$ cat src/rtl/seg7_serial_display.sv
// seg7_serial_display
//   Drives a chain of 74HC595-style shift registers that sit behind an
//   N-digit 7-segment display. Each frame decodes the hex nibbles, decimal
//   points and blank mask into segment bytes, snapshots them into a shadow
//   register, shifts them out MSB first (digit DIGITS-1 first) on ser/sclk
//   and then holds rclk high for CLKDIV cycles to latch the outputs.
//
// Parameters
//   DIGITS     number of digits, frame is 8*DIGITS bits
//   CLKDIV     eclk cycles per serial bit and per rclk pulse (even, >= 2)
//   CONTINUOUS 1 = back-to-back frames, load ignored; 0 = frame per load
//   SEG_INVERT 1 = ser carries inverted segment bits (common anode)
//
// Ports
//   eclk        in   clock, rising edge
//   reset       in   asynchronous, active-low reset
//   hex         in   4*DIGITS digit nibbles, nibble 0 = rightmost digit
//   dp          in   DIGITS decimal points, 1 = lit
//   blank       in   DIGITS blank mask, 1 = digit fully dark
//   load        in   frame start request
//   busy        out  high while shifting or latching
//   frame_done  out  one-cycle pulse at the end of every frame
//   rclk        out  storage register latch clock
//   sclk        out  shift clock
//   ser         out  serial data
//
// Optional feature
//   Define SEG7_LZ_BLANK_EN to blank leading zero digits at shadow capture
//   (digit 0 is always shown; dp of a blanked digit is suppressed too).

module seg7_serial_display #(
  parameter int DIGITS     = 6,
  parameter int CLKDIV     = 32,
  parameter int CONTINUOUS = 0,
  parameter int SEG_INVERT = 1
) (
  input  logic                  eclk,
  input  logic                  reset,
  input  logic [4*DIGITS-1:0]   hex,
  input  logic [DIGITS-1:0]     dp,
  input  logic [DIGITS-1:0]     blank,
  input  logic                  load,
  output logic                  busy,
  output logic                  frame_done,
  output logic                  rclk,
  output logic                  sclk,
  output logic                  ser
);

  localparam int FW = 8 * DIGITS;
  localparam int BW = $clog2(FW);
  localparam int DW = $clog2(CLKDIV);
  localparam logic [DW-1:0] DIV_LAST = DW'(CLKDIV - 1);
  localparam logic [DW-1:0] DIV_HALF = DW'(CLKDIV / 2);
  localparam logic [BW-1:0] BIT_LAST = BW'(FW - 1);
  localparam logic          INV      = (SEG_INVERT != 0);

  typedef enum logic [1:0] {
    IDLE  = 2'd0,
    SHIFT = 2'd1,
    LATCH = 2'd2
  } state_t;

  state_t         state_q, state_d;
  logic [FW-1:0]  shadow_q, shadow_d;
  logic [BW-1:0]  bit_q, bit_d;
  logic [DW-1:0]  div_q, div_d;
  logic           busy_q, busy_d;
  logic           done_q, done_d;
  logic           rclk_q, rclk_d;
  logic           sclk_q, sclk_d;
  logic           ser_q, ser_d;
  logic           pending_q, pending_d;
  logic           start;
  logic [FW-1:0]  frame_word;
  logic [3:0]     nib;
  logic [7:0]     seg_byte;
`ifdef SEG7_LZ_BLANK_EN
  logic           leading;
`endif

  // Segment font, bit0..6 = a..g.
  function automatic logic [6:0] font(input logic [3:0] n);
    case (n)
      4'h0: font = 7'h3F;
      4'h1: font = 7'h06;
      4'h2: font = 7'h5B;
      4'h3: font = 7'h4F;
      4'h4: font = 7'h66;
      4'h5: font = 7'h6D;
      4'h6: font = 7'h7D;
      4'h7: font = 7'h07;
      4'h8: font = 7'h7F;
      4'h9: font = 7'h6F;
      4'hA: font = 7'h77;
      4'hB: font = 7'h7C;
      4'hC: font = 7'h39;
      4'hD: font = 7'h5E;
      4'hE: font = 7'h79;
      default: font = 7'h71;
    endcase
  endfunction

  // Builds the frame that would be captured if a frame started this cycle.
  // Walks from the leftmost digit down so leading-zero blanking can track
  // whether a nonzero digit has been seen yet.
  always_comb begin
    frame_word = '0;
    nib        = 4'h0;
    seg_byte   = 8'h00;
`ifdef SEG7_LZ_BLANK_EN
    leading    = 1'b1;
`endif
    for (int d = DIGITS - 1; d >= 0; d--) begin
      nib      = hex[4*d +: 4];
      seg_byte = {dp[d], font(nib)};
`ifdef SEG7_LZ_BLANK_EN
      if (d != 0 && leading && nib == 4'h0) begin
        seg_byte = 8'h00;
      end else begin
        leading = 1'b0;
      end
`endif
      if (blank[d]) begin
        seg_byte = 8'h00;
      end
      frame_word[8*d +: 8] = seg_byte;
    end
  end

  // Next-state and output logic. The shadow register shifts left once per
  // bit so its MSB is always the bit on ser; sclk rises when the divider
  // reaches its midpoint so the shift register samples a settled ser.
  // A frame start (from IDLE or straight out of LATCH) overrides whatever
  // the state branch chose, which is what makes back-to-back frames gapless.
  always_comb begin
    state_d   = state_q;
    shadow_d  = shadow_q;
    bit_d     = bit_q;
    div_d     = div_q;
    busy_d    = busy_q;
    done_d    = 1'b0;
    rclk_d    = rclk_q;
    sclk_d    = sclk_q;
    ser_d     = ser_q;
    pending_d = pending_q;
    start     = 1'b0;

    case (state_q)
      IDLE: begin
        if (CONTINUOUS != 0 || load) begin
          start = 1'b1;
        end
      end
      SHIFT: begin
        if (CONTINUOUS == 0 && load) begin
          pending_d = 1'b1;
        end
        if (div_q == DIV_LAST) begin
          div_d  = '0;
          sclk_d = 1'b0;
          if (bit_q == BIT_LAST) begin
            state_d = LATCH;
            rclk_d  = 1'b1;
          end else begin
            bit_d    = bit_q + 1'b1;
            shadow_d = {shadow_q[FW-2:0], 1'b0};
            ser_d    = shadow_d[FW-1] ^ INV;
          end
        end else begin
          div_d  = div_q + 1'b1;
          sclk_d = (div_d >= DIV_HALF);
        end
      end
      LATCH: begin
        if (CONTINUOUS == 0 && load) begin
          pending_d = 1'b1;
        end
        if (div_q == DIV_LAST) begin
          rclk_d = 1'b0;
          done_d = 1'b1;
          if (pending_d || CONTINUOUS != 0) begin
            start = 1'b1;
          end else begin
            state_d = IDLE;
            busy_d  = 1'b0;
            div_d   = '0;
          end
        end else begin
          div_d = div_q + 1'b1;
        end
      end
      default: begin
        state_d = IDLE;
      end
    endcase

    if (start) begin
      state_d   = SHIFT;
      shadow_d  = frame_word;
      ser_d     = frame_word[FW-1] ^ INV;
      sclk_d    = 1'b0;
      rclk_d    = 1'b0;
      bit_d     = '0;
      div_d     = '0;
      busy_d    = 1'b1;
      pending_d = 1'b0;
    end
  end

  // State register. Reset abandons any partial frame without pulsing rclk,
  // so the external latch keeps showing the previous frame.
  always_ff @(posedge eclk or negedge reset) begin
    if (!reset) begin
      state_q   <= IDLE;
      shadow_q  <= '0;
      bit_q     <= '0;
      div_q     <= '0;
      busy_q    <= 1'b0;
      done_q    <= 1'b0;
      rclk_q    <= 1'b0;
      sclk_q    <= 1'b0;
      ser_q     <= 1'b0;
      pending_q <= 1'b0;
    end else begin
      state_q   <= state_d;
      shadow_q  <= shadow_d;
      bit_q     <= bit_d;
      div_q     <= div_d;
      busy_q    <= busy_d;
      done_q    <= done_d;
      rclk_q    <= rclk_d;
      sclk_q    <= sclk_d;
      ser_q     <= ser_d;
      pending_q <= pending_d;
    end
  end

  assign busy       = busy_q;
  assign frame_done = done_q;
  assign rclk       = rclk_q;
  assign sclk       = sclk_q;
  assign ser        = ser_q;

endmodule

$ cat config.mk
export PLATFORM = sky130hd
export DESIGN_NAME = seg7_serial_display
export DESIGN_NICKNAME = d
export VERILOG_FILES = /design/src/rtl/seg7_serial_display.sv
export SDC_FILE = /design/constraint.sdc
export NUM_CORES = 1
export LEC_CHECK = 0
export BUFFER_PORTS_ARGS = -buffer_cell sky130_fd_sc_hd__buf_2
export CORE_ASPECT_RATIO = 0.75
export CORE_MARGIN = 3
export CORE_UTILIZATION = 40
export DETAILED_ROUTE_END_ITERATION = 10
export HOLD_SLACK_MARGIN = 0.05
export SLEW_MARGIN = 10
export SYNTH_ARGS = -nofsm -noshare
export SYNTH_HDL_FRONTEND = slang
export SYNTH_SLANG_ARGS = --single-unit
export TNS_END_PERCENT = 20
$ cat constraint.sdc
create_clock -name eclk -period 6.2 [get_ports eclk]
set_clock_uncertainty 0.05 [all_clocks]
set_input_delay 1.24 -clock eclk [delete_from_list [all_inputs] [get_ports eclk]]
set_output_delay 1.24 -clock eclk [all_outputs]
set_load 0.03 [all_outputs]
==> results summary, run 1 <==
The run finished with clean final reports. Wires add up to 9870 um. The die outline area came out at 0.0123 mm2.

The number of gates resized after cts is 0. The worst path buffer plus inverter count is 0. The ratio of cells with drive above 1 in the final layout is 0.205.

The post-CTS clock slew at the launch and capture registers of the worst setup and hold paths is 50 ps. For this configuration, the core starts out at a cell density of 0.420. The clock root buffer is sky130_fd_sc_hd__clkbuf_16. The design draws 0.00177 W. The number of nets produced by synthesis is 528. Row generation in the floorplan step produced 32 rows. In this run the tool buffered the top-level ports with 43 buffer cells.

The pin count of the biggest net entering global routing is 67. The number of primary I/O pins is 44. The core outline area is 0.0105 mm2.

In this run the post-CTS setup repair buffer count came out at 0. Across all layers, the routed design uses 3,520 vias. The post-route antenna net violation count came out at 0. The finished cells cover 0.00499 mm2. The sequential element share of the synthesized area is 0.375. The proportion of power drawn by combinational gates is 0.276.

The fraction of the core area covered by cells at the end of the flow is 0.476. TritonCTS created 9 clock buffers. The total power divided by cell area came out at 354 mW/mm2. Among all stages on the critical path, the largest delay is contributed by sky130_fd_sc_hd__a21o_1. Setup repair after global routing left no endpoint under its margin. The share of synthesized registers carrying an async set or reset is 1.00.

The layout has 1,010 filler cells. The post-layout minimum cycle time is 3450 ps. After synthesis, the cell types taking the most area are sky130_fd_sc_hd__dfrtp_1 37%, sky130_fd_sc_hd__ha_1 9.4%, sky130_fd_sc_hd__o221a_2 4.3%. The routability-driven placement congestion ratio came out at 0.796. The required arrival time at the worst endpoint came out at 6360 ps. The internal power of the cells totals 0.00122 W.

The depth of the critical timing path with buffers and inverters included came out at 7. Buffers inserted to repair hold after CTS numbered 0. The worst setup path is captured at a flop. The maximum single-stage delay on the critical path is 810 ps.

The minimum setup slack among reg-to-reg paths is 2750 ps. The distinct cell type count after synthesis came out at 52. The clock insertion delay at the later pin of the skew report came out at 320 ps. Setup violations remaining at the end of the flow were counted as 0. Following the worst setup path forward leads to its endpoint at shadow_q[17]$_DFFE_PN0P_. The aggregate negative setup slack came out at 0 ps.

The vertical die dimension is 96.9 um. The worst flop-to-flop path endpoint is shadow_q[17]$_DFFE_PN0P_. The part of the cycle the worst path needs came out at 0.556. The proportion of power drawn by the clock network came out at 0.292.

The number of hold violations in the final report came out at 0. For the pin with the worst max-slew slack, the measured transition is 1050 ps. The synthesized area divided by synthesized cell count came out at 9.66 um2.

The clock drives 66 sinks. The number of synthesized flops with an enable pin came out at 0. By startpoint and endpoint, the worst setup path is classified as flop to flop. The initial antenna violation count was 0. STA classifies the critical path startpoint as a flop. For the worst flop-to-flop path, the logic depth is 7. For this run, the detailed router's first-pass iteration total came to 4.

The switching share of power is 0.310. The highest attainable clock frequency is 290 MHz. The placed instance area came out at 0.00469 mm2.

The final max-slew violation count is 0. The cell class contributing the biggest share of worst-path delay is compound AO/OA/AOI/OAI gates. The starting DRC count in detailed routing came out at 314.

The CTS H-tree depth came out at 3. The cell that appears most often on the critical path is sky130_fd_sc_hd__ha_1. The number of antenna diodes in the final layout is 0. The most repeated cell in the gate-level netlist after synthesis is sky130_fd_sc_hd__dfrtp_1. The leakage power total is 2.26 nW.

The total half-perimeter wirelength after legalization and detailed placement is 6610 um. The total net switching power came out at 0.000548 W. At the end of the flow, the number of nets in the layout was 556. The overflow left after global routing is 0. The synthesis warning total is 0. In the routed layout, each cell is associated on average with a via count of 5.64. The largest driver fanout on the critical path came out at 33.

The maximum buffer depth of the clock tree came out at 2. The post-synthesis cell area came out at 0.00441 mm2. The gate count after technology mapping came out at 456. The most critical setup path has its startpoint at div_q[0]$_DFFE_PN0P_. The width of the chip is 127 um. The signal on the critical path passes through ha_1 > and3_1 > ha_1 > nand3b_1 > a21o_1 > nand2_1 > o221a_2. The global-route total usage across every layer came out at 0.168.

Of the total power, registers draw 0.432. The worst supply voltage drop on vdd came out at 206 uV. The commonest register cell after synthesis is sky130_fd_sc_hd__dfrtp_1.

The number of max-cap violations came out at 0. TritonCTS built the clock tree. For the worst setup path, the data arrival time is 3610 ps.

The first-pass GRT wire length is 17,300 um. After synthesis, the most frequently instantiated cells are 66 x sky130_fd_sc_hd__dfrtp_1, 33 x sky130_fd_sc_hd__ha_1, 30 x sky130_fd_sc_hd__nor2_1, 28 x sky130_fd_sc_hd__inv_1, 27 x sky130_fd_sc_hd__nand2_1. The post-synthesis cell type with the largest combined area is sky130_fd_sc_hd__dfrtp_1. In this run the critical register-to-register path is launched from div_q[0]$_DFFE_PN0P_. The share of the synthesized area in the top cell type is 0.375.

The area growth from synthesis to layout came out at 13.3%. The routed wire length per instance came out at 15.8 um. After detailed routing, the number of remaining DRC violations is 0. The number of global-route vias before repair came to 3,463. The relative slew slack came out at 0.301.

The worst hold path belongs to the class flop to flop. The number of register bits inferred by synthesis came out at 66.
## worst min-delay path by stage
stage | startpoint | endpoint | cells past startpoint | slack [ps]
floorplan | shadow_q[33]$_DFFE_PN0P_ | shadow_q[34]$_DFFE_PN0P_ | 2 | 390
global route | shadow_q[33]$_DFFE_PN0P_ | shadow_q[34]$_DFFE_PN0P_ | 2 | 440
finish | shadow_q[33]$_DFFE_PN0P_ | shadow_q[34]$_DFFE_PN0P_ | 2 | 430
CTS | shadow_q[33]$_DFFE_PN0P_ | shadow_q[34]$_DFFE_PN0P_ | 2 | 430
global placement | shadow_q[33]$_DFFE_PN0P_ | shadow_q[34]$_DFFE_PN0P_ | 2 | 400
detailed placement | shadow_q[33]$_DFFE_PN0P_ | shadow_q[34]$_DFFE_PN0P_ | 2 | 420
## per-stage QoR
stage / hold slack (ps) / cells / setup WS, ps
after floorplan: 392 / 456 / 3690
after global placement: 400 / 609 / 2850
after detailed placement: 422 / 609 / 2740
after CTS: 431 / 624 / 2730
after global routing: 444 / 624 / 2430
final: 427 / 624 / 2750
## flip-flops by register name (all words and copies together) (netlist names)
| name | flops |
|---|---|
| bit_q | 6 |
| busy | 1 |
| div_q | 5 |
| frame_done | 1 |
| pending_q | 1 |
| rclk | 1 |
| sclk | 1 |
| ser | 1 |
| shadow_q | 47 |
| state_q | 2 |
## metal layers
metal | up-vias | share of wire | GRT usage
li1 | 1759 | - | -
met1 | 1691 | 0.52 | 0.248
met2 | 62 | 0.44 | 0.252
met3 | 8 | 0.037 | 0.0348
met4 | 0 | 0.0099 | 0.0429
met5 | - | 0 | 0
## worst register-to-register path: stages, from the launching register on
cell                       delay, ps
sky130_fd_sc_hd__dfrtp_1         420
sky130_fd_sc_hd__ha_1            240
sky130_fd_sc_hd__and3_1          190
sky130_fd_sc_hd__ha_1            300
sky130_fd_sc_hd__nand3b_1        210
sky130_fd_sc_hd__a21o_1          810
sky130_fd_sc_hd__nand2_1         650
sky130_fd_sc_hd__o221a_2         470
## cells by family after synthesis
group | Yosys count | synth area share
simple gates | 143 | 0.168
compound gates | 133 | 0.243
flops | 66 | 0.375
buf+inv | 59 | 0.0565
fa+ha+maj | 33 | 0.0937
mux | 20 | 0.0602
xor+xnor | 2 | 0.00398
## power groups by stage
stage          Sequential [W]  Clock [W]  Combinational, W
2_1_floorplan        0.000743          0          0.000367
3_3_place_gp         0.000759          0          0.000476
3_5_place_dp         0.000763          0          0.000490
4_1_cts              0.000761   0.000525          0.000495
5_1_grt              0.000792   0.000543          0.000553
6_report             0.000763   0.000516          0.000488
## cell type report
type	count	area, um2	area share
Timing Repair Buffer	48	253	0.0506
Clock buffer	13	270	0.0541
Multi-Input combinational cell	331	2510	0.502
Inverter	28	105	0.0210
Sequential cell	66	1650	0.331
Tap cell	136	170	0.0341
Clock inverter	2	35.0	0.00702
## layout by cell type, fill, tap and decap left out, types with 6 or more instances in the layout
cell                        count
sky130_fd_sc_hd__nor2b_1       16
sky130_fd_sc_hd__a2111oi_2      6
sky130_fd_sc_hd__a221o_1       18
sky130_fd_sc_hd__clkbuf_16      9
sky130_fd_sc_hd__a21oi_1       15
sky130_fd_sc_hd__o21ai_0       24
sky130_fd_sc_hd__inv_1         28
sky130_fd_sc_hd__a2111oi_0      6
sky130_fd_sc_hd__nor2_1        30
sky130_fd_sc_hd__dfrtp_1       66
sky130_fd_sc_hd__nand3_1       13
sky130_fd_sc_hd__mux2i_1       13
sky130_fd_sc_hd__nor3_1        17
sky130_fd_sc_hd__ha_1          33
sky130_fd_sc_hd__and3_1         9
sky130_fd_sc_hd__nand2_1       27
sky130_fd_sc_hd__o31ai_1        8
sky130_fd_sc_hd__nand2b_1       9
sky130_fd_sc_hd__buf_2         43
sky130_fd_sc_hd__o221a_2       17
No activity file was read; power rests on OpenSTA's default activity.
==> inputs of run 2 (changes only) <==
==> constraint.sdc (replaced) <==
create_clock -name eclk -period 3 [get_ports eclk]
set_clock_uncertainty 0.05 [all_clocks]
set_input_delay 0.6 -clock eclk [delete_from_list [all_inputs] [get_ports eclk]]
set_output_delay 0.6 -clock eclk [all_outputs]
set_load 0.03 [all_outputs]
==> run 2 against run 1 <==
Effect of this change:
- via count up 3.9%
- core utilization up 0.31 points
- cell count up 0.80%
- die area unchanged
- register-to-register slack worse by 2200 ps
- design area up 0.65%
- largest power group unchanged
- highest routed layer unchanged
==> results summary, run 2 (same netlist as run 1, synthesis figures left out) <==
The CTS H-tree depth is 3 (unchanged). The number of primary I/O pins is 44 (unchanged). The worst path buffer plus inverter count was 2 (+2). The area growth from synthesis to layout is 14.1%. The slowest stage of the critical path belongs to the cell sky130_fd_sc_hd__nor3_2. The post-route antenna net violation count came out at 0 (unchanged). The initial core utilization came out at 0.420 (unchanged). The total power divided by cell area came out at 721 mW/mm2 (+100%). The aggregate negative setup slack came to 0 ps (unchanged). The number of hold buffers added after cts is 0 (unchanged).

The first-pass iteration count of the detailed router came out at 4 (unchanged). The root buffer cell chosen for the clock tree is sky130_fd_sc_hd__clkbuf_16. The width of the chip came to 127 um (unchanged). The least setup slack across all paths after layout is 536 ps (-2220 ps). The post-placement worst setup slack is 513 ps (-2230 ps). The met2 routed wirelength was 4520 um (+5.2%). The required arrival time at the worst endpoint came out at 3140 ps (-3220 ps).

The largest driver fanout on the critical path is 13 (-61%). The register name with the most flops is shadow_q. The ratio of cells with drive above 1 in the final layout came out at 0.215 (+0.0101).

The top cell types in the final layout, fill and taps aside, are 66 x sky130_fd_sc_hd__dfrtp_1, 43 x sky130_fd_sc_hd__buf_2, 33 x sky130_fd_sc_hd__ha_1. The initial antenna violation count came out at 0 (unchanged). The via count came out at 3,659 (+3.9%).

The cell row count came out at 32 (unchanged). The final max-slew violation count came out at 0 (unchanged). The relative slew slack came out at 0.590 (+0.289). The overflow left after global routing is 0 (unchanged). The maximum buffer depth of the clock tree is 2 (unchanged). The amount of wire on met3 after detailed routing is 393 um (+8.6%).

The number of fill cells in the layout is 1,019 (+0.89%). The wire length after detailed routing came to 10,100 um (+2.6%). The cell class contributing the biggest share of worst-path delay is simple AND/OR/NAND/NOR gates. The part of the cycle the worst path needs came to 0.821 (+0.265).

The overall power came to 0.00362 W (+110%). The post-detailed-route via-to-cell ratio came to 5.82 (+3.1%). The final number of setup-violating endpoints is 0 (unchanged). The length of routed wiring on met1 is 5160 um (+0.92%). The die outline area is 0.0123 mm2 (unchanged). The data arrival at the endpoint of the critical path came out at 2610 ps (-1000 ps). The launch point of the worst reg-to-reg path is div_q[0]$_DFFE_PN0P_.

TritonCTS built the clock tree. The depth of the most critical reg-to-reg path came out at 9 (+2). The worst-margin pin slew is 600 ps (-449 ps). The clock buffer count from CTS came out at 9 (unchanged). The sink count of the clock tree is 66 (unchanged). The global-route total usage across every layer was 0.167 (-0.00167).

The final-layout worst hold slack came out at 252 ps (-175 ps). The number of gates resized after cts came out at 0 (unchanged). Leaving out fill and tap cells, the most frequent cell in the layout is sky130_fd_sc_hd__dfrtp_1.

The worst setup path is of the flop to flop kind. The number of nets in the finished design is 562 (+1.1%). The number of max-cap violations was 0 (unchanged). The total half-perimeter wirelength after legalization and detailed placement came out at 7050 um (+6.6%). The number of global-route vias before repair is 3,477 (+0.40%). The count of port buffers added during placement came out at 43 (unchanged).

The buffer count from post-CTS setup fixing came out at 0 (unchanged). The minimum setup slack among reg-to-reg paths is 540 ps (-2220 ps). The clock insertion delay at the later pin of the skew report came out at 320 ps (about the same). The core outline area was 0.0105 mm2 (unchanged). The highest attainable clock frequency was 406 MHz (+40%). The number of inserted diodes is 0 (unchanged).

Walking the worst path, the cells encountered are ha_1 > and3_1 > ha_1 > nor2b_1 > nor3_2 > buf_4 > nor2_1 > buf_4 > a221o_1. The largest registers in the layout are shadow_q: 47 flops, bit_q: 6 flops, div_q: 5 flops. The routed wire length per instance was 16.1 um (+1.8%). The post-route DRC violation count is 0 (unchanged). The maximum single-stage delay on the critical path is 410 ps (-400 ps). The uppermost layer routed is met4. The number of hold violations in the final report is 0 (unchanged). The worst supply voltage drop on vdd came out at 352 uV (+70%). The run finished with clean final reports. Setup repair after global routing left no endpoint under its margin. The post-CTS clock slew at the launch and capture registers of the worst setup and hold paths is 50 ps (about the same).

The vertical die dimension came out at 96.9 um (unchanged). The pin count of the biggest net entering global routing was 37 (-45%). The endpoint type of the worst setup path is a flop. The routability-driven placement congestion ratio came to 0.800 (+0.57%). STA classifies the critical path startpoint as a flop. The starting DRC count in detailed routing was 239 (-24%). The leakage power total is 2.29 nW (+1.0%).

The number of flip-flops in the largest register came out at 47 (unchanged). The path class of the lowest-slack min-delay path is input pin to async pin. The endpoint identified for the worst register-to-register timing path is shadow_q[22]$_DFFE_PN0P_. The post-layout minimum cycle time was 2460 ps (-983 ps). The first-pass GRT wire length came out at 17,100 um (-0.88%).
[run 2: cell type report]
| type | instances | area (um2) | share of cell area |
|---|---|---|---|
| Timing Repair Buffer | 54 | 298 | 0.0592 |
| Multi-Input combinational cell | 331 | 2510 | 0.499 |
| Clock inverter | 3 | 40.0 | 0.00797 |
| Tap cell | 136 | 170 | 0.0339 |
| Inverter | 28 | 105 | 0.0209 |
| Sequential cell | 66 | 1650 | 0.329 |
| Clock buffer | 11 | 253 | 0.0503 |
[run 2: per-stage QoR]
stage | area, um2 | instances | util
6_report | 5030 | 629 | 0.479
5_1_grt | 5030 | 629 | 0.479
4_1_cts | 5030 | 629 | 0.479
3_5_place_dp | 4730 | 615 | 0.451
3_3_place_gp | 4730 | 615 | 0.451
2_1_floorplan | 4410 | 456 | -
[run 2: worst max-delay path by stage]
stage                              start                       end  slack (ps)  cells past startpoint
CTS                 div_q[0]$_DFFE_PN0P_   shadow_q[9]$_DFFE_PN0P_         510                      8
global route        div_q[0]$_DFFE_PN0P_  shadow_q[20]$_DFFE_PN0P_         360                      9
detailed placement  div_q[0]$_DFFE_PN0P_  shadow_q[17]$_DFFE_PN0P_         510                      8
floorplan           div_q[0]$_DFFE_PN0P_  shadow_q[14]$_DFFE_PN0P_         860                      9
finish              div_q[0]$_DFFE_PN0P_  shadow_q[22]$_DFFE_PN0P_         540                      9
global placement    div_q[0]$_DFFE_PN0P_   shadow_q[9]$_DFFE_PN0P_         550                      8
[run 2: power breakdown]
group / total, W / internal [W] / leakage (nW) / switching (W)
Sequential: 0.00158 / 0.00130 / 0.804 / 0.000281
Combinational: 0.00102 / 0.000527 / 1.34 / 0.000495
Clock: 0.00102 / 0.000675 / 0.147 / 0.000347
[run 2: metal layers]
| layer | global-route usage | up-vias |
|---|---|---|
| li1 | - | 1776 |
| met1 | 0.248 | 1799 |
| met2 | 0.250 | 80 |
| met3 | 0.0348 | 4 |
| met4 | 0.0371 | 0 |
| met5 | 0 | - |
